$ cat config.mk
export PLATFORM = sky130hd
export DESIGN_NAME = rf_access_seq
export DESIGN_NICKNAME = d
export VERILOG_FILES = /design/src/rtl/rf_access_seq.sv
export SDC_FILE = /design/constraint.sdc
export NUM_CORES = 1
export LEC_CHECK = 0
export ABC_AREA = 0
export CORE_UTILIZATION = 43
export DETAILED_ROUTE_END_ITERATION = 7
export PLACE_DENSITY_LB_ADDON = 0.1
export SKIP_CTS_REPAIR_TIMING = 1
export SLEW_MARGIN = 0
export SYNTH_ARGS = -nofsm -noshare
export SYNTH_HDL_FRONTEND = slang
export SYNTH_SLANG_ARGS = --single-unit
$ cat constraint.sdc
create_clock -name clk -period 2 [get_ports clk]
set_clock_uncertainty 0.15 [all_clocks]
set_input_delay 0.6 -clock clk [delete_from_list [all_inputs] [get_ports clk]]
set_output_delay 0.6 -clock clk [all_outputs]
set_load 0.03 [all_outputs]
$ cat src/rtl/rf_access_seq.sv
// -----------------------------------------------------------------------------
// rf_access_seq
//   Sequencer for an 8x8 dual-port register file. It takes one register-file
//   operation per start pulse and drives the file's control pins (clr, we,
//   mux_sel, read_seg, write_seg) cycle by cycle. For ALU operations it reads
//   the operand and then waits for the ALU result. For loads it waits for data
//   memory. Only one operation is in flight at a time.
//
// Ports
//   clk           in   clock; all state changes on the rising edge
//   clr_n         in   asynchronous active-low reset
//   start         in   operation request; sampled only in IDLE
//   op[2:0]       in   operation code
//   rn[2:0]       in   register index N
//   alu_done      in   ALU result valid (honoured only in ALU)
//   mem_ack       in   memory data valid (honoured only in MEM)
//   rf_clr        out  register-file clear
//   rf_we         out  register-file write enable
//   rf_mux_sel    out  register-file write-data select
//   rf_read_seg   out  register-file read index (latched rn)
//   rf_write_seg  out  register-file write index
//   alu_go        out  level request to the ALU
//   mem_req       out  level request to data memory
//   busy          out  operation in progress (non-IDLE)
//   done          out  one-cycle completion pulse
//   err           out  one-cycle pulse, coincident with done, on timeout
//   dbg_state     out  current FSM state, for observation only
//
// Handshakes
//   alu_go/alu_done and mem_req/mem_ack are level request / acknowledge pairs.
//   A request is raised on entry to its wait state and is held until the
//   acknowledge is sampled high on a rising edge, or until the wait times out.
//   An acknowledge that arrives while no request is pending is ignored.
//   Memory keeps its data valid until mem_req falls, so mem_req stays high
//   through the write cycle that follows a load.
//   Every output is a Moore decode of state plus the latched op/rn.
// -----------------------------------------------------------------------------
module rf_access_seq #(
  parameter int TIMEOUT_CYC = 15,
  parameter int CNT_W       = 4
) (
  input  logic       clk,
  input  logic       clr_n,
  input  logic       start,
  input  logic [2:0] op,
  input  logic [2:0] rn,
  input  logic       alu_done,
  input  logic       mem_ack,
  output logic       rf_clr,
  output logic       rf_we,
  output logic [2:0] rf_mux_sel,
  output logic [2:0] rf_read_seg,
  output logic [2:0] rf_write_seg,
  output logic       alu_go,
  output logic       mem_req,
  output logic       busy,
  output logic       done,
  output logic       err,
  output logic [2:0] dbg_state
);

  localparam logic [2:0] S_IDLE = 3'd0;
  localparam logic [2:0] S_RD   = 3'd1;
  localparam logic [2:0] S_ALU  = 3'd2;
  localparam logic [2:0] S_MEM  = 3'd3;
  localparam logic [2:0] S_WR   = 3'd4;
  localparam logic [2:0] S_CLR  = 3'd5;
  localparam logic [2:0] S_FIN  = 3'd6;

  localparam logic [2:0] OP_ALU = 3'b011;
  localparam logic [2:0] OP_LD  = 3'b110;
  localparam logic [2:0] OP_CLR = 3'b111;

  // Counter value seen on the last permitted wait cycle.
  localparam logic [CNT_W-1:0] CNT_LAST = CNT_W'(TIMEOUT_CYC - 1);

  logic [2:0]       r_state;
  logic [2:0]       r_op;
  logic [2:0]       r_rn;
  logic [CNT_W-1:0] r_cnt;
  logic             r_err;

  logic [2:0]       w_next;
  logic             w_wait;
  logic             w_ack;
  logic             w_timeout;
  logic             w_enter_wait;

  assign w_wait       = (r_state == S_ALU) || (r_state == S_MEM);
  assign w_ack        = (r_state == S_ALU) ? alu_done : mem_ack;
  // An acknowledge on the final wait cycle still wins over the timeout.
  assign w_timeout    = w_wait && !w_ack && (r_cnt == CNT_LAST);
  assign w_enter_wait = (r_state != w_next) &&
                        ((w_next == S_ALU) || (w_next == S_MEM));

  always_comb begin
    w_next = S_IDLE;
    case (r_state)
      S_IDLE: begin
        w_next = S_IDLE;
        if (start) begin
          case (op)
            OP_ALU:  w_next = S_RD;
            OP_LD:   w_next = S_MEM;
            OP_CLR:  w_next = S_CLR;
            default: w_next = S_WR;
          endcase
        end
      end
      S_RD:  w_next = S_ALU;
      S_ALU, S_MEM: begin
        if (w_ack)          w_next = S_WR;
        else if (w_timeout) w_next = S_FIN;
        else                w_next = r_state;
      end
      S_WR:    w_next = S_FIN;
      S_CLR:   w_next = S_FIN;
      S_FIN:   w_next = S_IDLE;
      default: w_next = S_IDLE;
    endcase
  end

  always_ff @(posedge clk or negedge clr_n) begin
    if (!clr_n) begin
      r_state <= S_IDLE;
      r_op    <= 3'd0;
      r_rn    <= 3'd0;
      r_cnt   <= '0;
      r_err   <= 1'b0;
    end else begin
      r_state <= w_next;
      if ((r_state == S_IDLE) && start) begin
        r_op <= op;
        r_rn <= rn;
      end
      if (w_enter_wait)
        r_cnt <= '0;
      else if (w_wait)
        r_cnt <= r_cnt + 1'b1;
      if (w_timeout)
        r_err <= 1'b1;
      else if (r_state == S_FIN)
        r_err <= 1'b0;
    end
  end

  always_comb begin
    rf_clr       = 1'b0;
    rf_we        = 1'b0;
    rf_mux_sel   = 3'd0;
    rf_write_seg = 3'd0;
    alu_go       = 1'b0;
    mem_req      = 1'b0;
    done         = 1'b0;
    err          = 1'b0;
    case (r_state)
      S_ALU: alu_go = 1'b1;
      S_MEM: mem_req = 1'b1;
      S_WR: begin
        rf_we      = 1'b1;
        rf_mux_sel = r_op;
        // ops 100/101 always target R0
        rf_write_seg = (r_op[2:1] == 2'b10) ? 3'd0 : r_rn;
        mem_req    = (r_op == OP_LD);
      end
      S_CLR: rf_clr = 1'b1;
      S_FIN: begin
        done = 1'b1;
        err  = r_err;
      end
      default: begin
        rf_clr = 1'b0;
      end
    endcase
  end

  assign rf_read_seg = r_rn;
  assign busy        = (r_state != S_IDLE);
  assign dbg_state   = r_state;

endmodule

After elaboration in Yosys (flattened, before gate mapping)
Cells that the tools add are included.
W data, S select, Z words.
- add/sub/neg operators: 1
- equality and inequality tests: 15
- mux-type cells: 19
- reductions and logical operators: 13
- operator list (cell ; number):
    $eq A3 B3 Y1 const B ; 6
    $mux W3 ; 6
    $eq A3 B2 Y1 const B ; 5
    $pmux W3 S4 ; 1
    $pmux W3 S3 ; 1
    $mux W1 ; 8
    $mux W4 ; 2
    $add A4 B1 Y4 const B ; 1
    $eq A4 B4 Y1 const B ; 1
    $logic_and A1 B1 Y1 ; 4
    $reduce_bool A2 Y1 ; 2
    $reduce_or A2 Y1 ; 2
    $eq A3 B1 Y1 const B ; 1
    $logic_not A3 Y1 ; 1
    $ne A3 B3 Y1 ; 1
    $reduce_bool A3 Y1 ; 1
    $eq A2 B2 Y1 const B ; 1
    $logic_or A1 B1 Y1 ; 2
    $pmux W1 S2 ; 1
    $logic_not A1 Y1 ; 1
- bits in registers: 14
- output and inout bits: 19
- logic and storage cells: 53

Logic depth before layout (Yosys ltp)
- depth in word-level cells: 12
- mapped depth: 5
- depth with buffers taken out: 5

Least setup slack after synthesis
Ideal clock, no wire load.
- path kind: flip-flop to output port
- start point: reg r_state[2] (netlist: dbg_state[2])
- end point: out err
- arrival: 2.094 ns
- slack: -0.844 ns
- cell stages (with the launch flop): 4
- cell sequence: dfrtp_1 -> clkbuf_1 -> nor3b_1 -> and2_1
- cells in the longest elaborated chain, start to end: 2
- RTL lines (element ; line ; RTL):
    start: declaration ; 77 ; logic [2:0] r_state;
    start signal: assignment ; 131 ; r_state <= w_next;
    $eq A3 B3 Y1 ; 156 ; case (r_state)
    $mux W1 ; 156 ;
    end: declaration ; 58 ; output logic err,
No other way between the ends.

Final worst setup path
- start point: reg r_state[1] (netlist: dbg_state[1])
- end point: out rf_write_seg[0]
- cells in the longest elaborated chain, start to end: 2
- RTL lines (element ; line ; RTL):
    $eq A3 B3 Y1 ; 156 ;
    $mux W3 ; 156 ;
    end: declaration ; 53 ; output logic [2:0] rf_write_seg,
No other way between the ends.

==> results.yml <==
placement:
  routabilityCongestion: 0.710
  hpwl_um: 1470
  place_ws_ns: -0.103
  port-buffer-count: 29
  dp_cells: 147
  dpl_cell_area_um2: 1220
clock_tree:
  clk_pin_slew_ns: 0.08
  clock_path_buffers: 2
  cts_htree_levels: 1
  cts_tree: "yes"
  worstSkewPairLatency_ns: 0.28
  cts_sinks: 14
  root_buffer: "clkbuf_4"
  numCtsBuffers: 3
setup_path:
  cp.required_ns: 1.25
  r2r_end: "r_op[0]$_DFFE_PN0P_"
  timing.rr.start: "dbg_state[1]$_DFF_PN0_"
  crit_arrival_ns: 1.55
  crit_type: "reg2out"
  critPathCaptureType: "output pin"
  worstSetupStartpointType: "flop"
  rrSetupSlack_ns: 0.24
  crit_fanout: 7
  r2r_cells: 5
sta:
  rsz0062_at_grt: "true"
  max_clock_freq_mhz: 434
  worst_pin_slew_ns: 0.317
  maxSlewViolCount: 0
  period_needed_ns: 2.30
  relSlewSlack_pct: 78.8
  setup_violations: 12
  fin_crit_sh_pct: 115
  fin_ws_ns: -0.302
  hold_violations: 0
job:
  max_cap_violations: 0
floorplan:
  ios: 30
  die_area_um2: 2050
  fp.coreArea_um2: 1750
  dieHeight_um: 45.3
  start_util_pct: 46.1
  die_w_um: 45.3
  rows: 15
power:
  power.density_nw_per_um2: 1570
  vdd_drop_max_v: 0.000928
  clock_power_share_pct: 9.6
  p_leak_nw: 0.678
  p_comb_share_pct: 65.9
  power_switching_uw: 924
  power_frac_seq_pct: 24.5
  p_int_mw: 1.23
  sw_frac_of_total_pct: 42.8
synth:
  yosysUniqueCellTypes: 30
  syn_nets: 95
  synth_xor_area_share_pct: 2.18
  post_synth.cell_area_avg_um2: 9.81
  yosys_warnings: 0
  ys_ff_latch: 14
  synth_fa_ha_area_share_pct: 3.11
  synth_top_family_by_area: "simple AND/OR/NAND/NOR gates"
  yosys.area_share.simple_pct: 27.8
  synth_compound_area_share_pct: 10.7
  syn-instance-count: 82
  muxShareOfSynthArea_pct: 8.24
  synth-seq-area-share_pct: 43.5
  synth_area_um2: 805
hold_path:
  min_from: "r_err$_DFFE_PN0P_"
  hold_class: "reg2reg"
  worstHoldPathCells: 2
  min_to: "r_err$_DFFE_PN0P_"
global_route:
  grt_max_degree: 15
  grt_first_pass_wirelength_um: 2940
  grt_pass1_vias: 702
  grt_util_all_layers_pct: 20.4
  antenna_found_initial: 0
  overflow: 0
run_status:
  failed_checks: "setup timing"
  status: "complete, but fails checks"
detailed_routing:
  first_pass_iters: 4
  via_count: 772
  drtAntennaViolNets: 0
  drtIter0Drc: 9
  wl_per_cell_um: 13.0
  route.detailed.drc: 0
  viasPerCell: 4.92
  routed_wirelength_um: 2050
final_layout:
  postLayoutCellArea_um2: 1380
  finalCoreUtilization_pct: 78.8
  nFillCells: 121
  diodes: 0
  nets: 146
  drive_gt1_share_pct: 46.2
  syn_to_final_growth_pct: 70.9
  instances_no_fill: 157
[through the flow]
step,setup TNS (ns),power [mW],hold WS (ns)
detailed placement,-0.840,1.82,0.363
global placement,-0.425,1.78,0.354
CTS,-4.05,2.04,0.382
floorplan,-1.42,1.35,0.154
global route,-3.07,2.29,0.421
finish,-2.41,2.16,0.386
[worst max-delay path by stage]
stage	from	to	slack (ns)	cells past startpoint
finish	dbg_state[1]$_DFF_PN0_	rf_write_seg[0]	-0.30	5
global route	dbg_state[1]$_DFF_PN0_	rf_write_seg[0]	-0.37	5
CTS	dbg_state[1]$_DFF_PN0_	busy	-0.40	2
detailed placement	start	rf_read_seg[2]$_DFFE_PN0P_	-0.10	4
global placement	dbg_state[1]$_DFF_PN0_	busy	-0.07	2
floorplan	dbg_state[1]$_DFF_PN0_	rf_write_seg[0]	-0.25	4
[cell usage in the layout (no fill, tap or decap), drive strengths merged, types with 3 or more instances in the layout]
cell / netlist / routed
clkdlybuf4s50: 0 / 10
nand2: 7 / 7
mux2: 5 / 5
nor2: 6 / 6
buf: 2 / 34
nand3: 3 / 3
dfrtp: 14 / 14
and2: 7 / 7
a21oi: 5 / 5
o21ai: 4 / 4
dlymetal6s2s: 0 / 5
clkbuf: 1 / 4
nor2b: 3 / 3
inv: 4 / 4
[logic make-up after synthesis]
logic type | Yosys count
buf+inv | 7
compound gates | 14
mux | 6
simple gates | 37
fa+ha+maj | 2
xor+xnor | 2
flops | 14
[power by group through the flow]
stage                     registers (mW)  clock network [mW]  logic [mW]
after floorplan                    0.636                   0       0.710
after CTS                          0.525               0.213        1.30
final                              0.529               0.207        1.42
after global placement             0.520                   0        1.26
after global routing               0.546               0.224        1.52
after detailed placement           0.533                   0        1.29
[worst max-delay path: stages, from the launching register on]
cell	delay, ns
dfrtp_2	0.41
buf_6	0.14
nor3b_4	0.21
a21boi_4	0.23
and2_4	0.16
buf_6	0.12
[per-layer routing]
| metal | wire length (um) | vias to the layer above | global-route usage, % |
|---|---|---|---|
| met5 | 0 | - | 0 |
| met4 | 14 | 0 | 8.48 |
| met3 | 48 | 2 | 4.00 |
| met2 | 1110 | 18 | 35.4 |
| met1 | 872 | 368 | 24.4 |
| li1 | - | 384 | - |
[area by class of cell]
class                   instances  area (um^2)  share of cell area (%)
inverters                       4         15.0                    1.09
clock buffers                   4         36.3                    2.64
well taps                      25         31.3                    2.27
multi-input cells              61          479                    34.8
flip-flops and latches         14          353                    25.7
repair buffers                 49          460                    33.5
[cell usage after synthesis]
library cell	n	area [um^2]
buf_6	1	11.3
a221o_1	1	10.0
nand4b_1	1	8.76
and2_1	7	43.8
or3_1	2	12.5
nor4b_4	1	23.8
nor3b_2	1	12.5
nand2_1	7	26.3
mux2_2	5	56.3
a21oi_1	5	25.0
a32o_2	1	11.3
o21ai_0	4	20.0
nand2b_1	2	12.5
inv_1	4	15.0
nand3_1	3	15.0
nor2_1	6	22.5
nor2b_1	3	18.8
xnor2_1	1	8.76
or2_2	1	6.26
a21boi_0	1	7.51
xor2_1	1	8.76
ha_1	2	25.0
dfrtp_1	14	350
nor3b_1	1	7.51
buf_2	1	5.00
and3_1	1	6.26
clkbuf_1	1	3.75
nand3b_1	1	7.51
mux2i_1	1	10.0
o22ai_1	2	12.5
[state kept, by name, summed over array words and instances (netlist names)]
signal       cells
r_cnt            4
dbg_state        3
r_op             3
rf_read_seg      3
r_err            1
(Power assumes the default switching activity.)
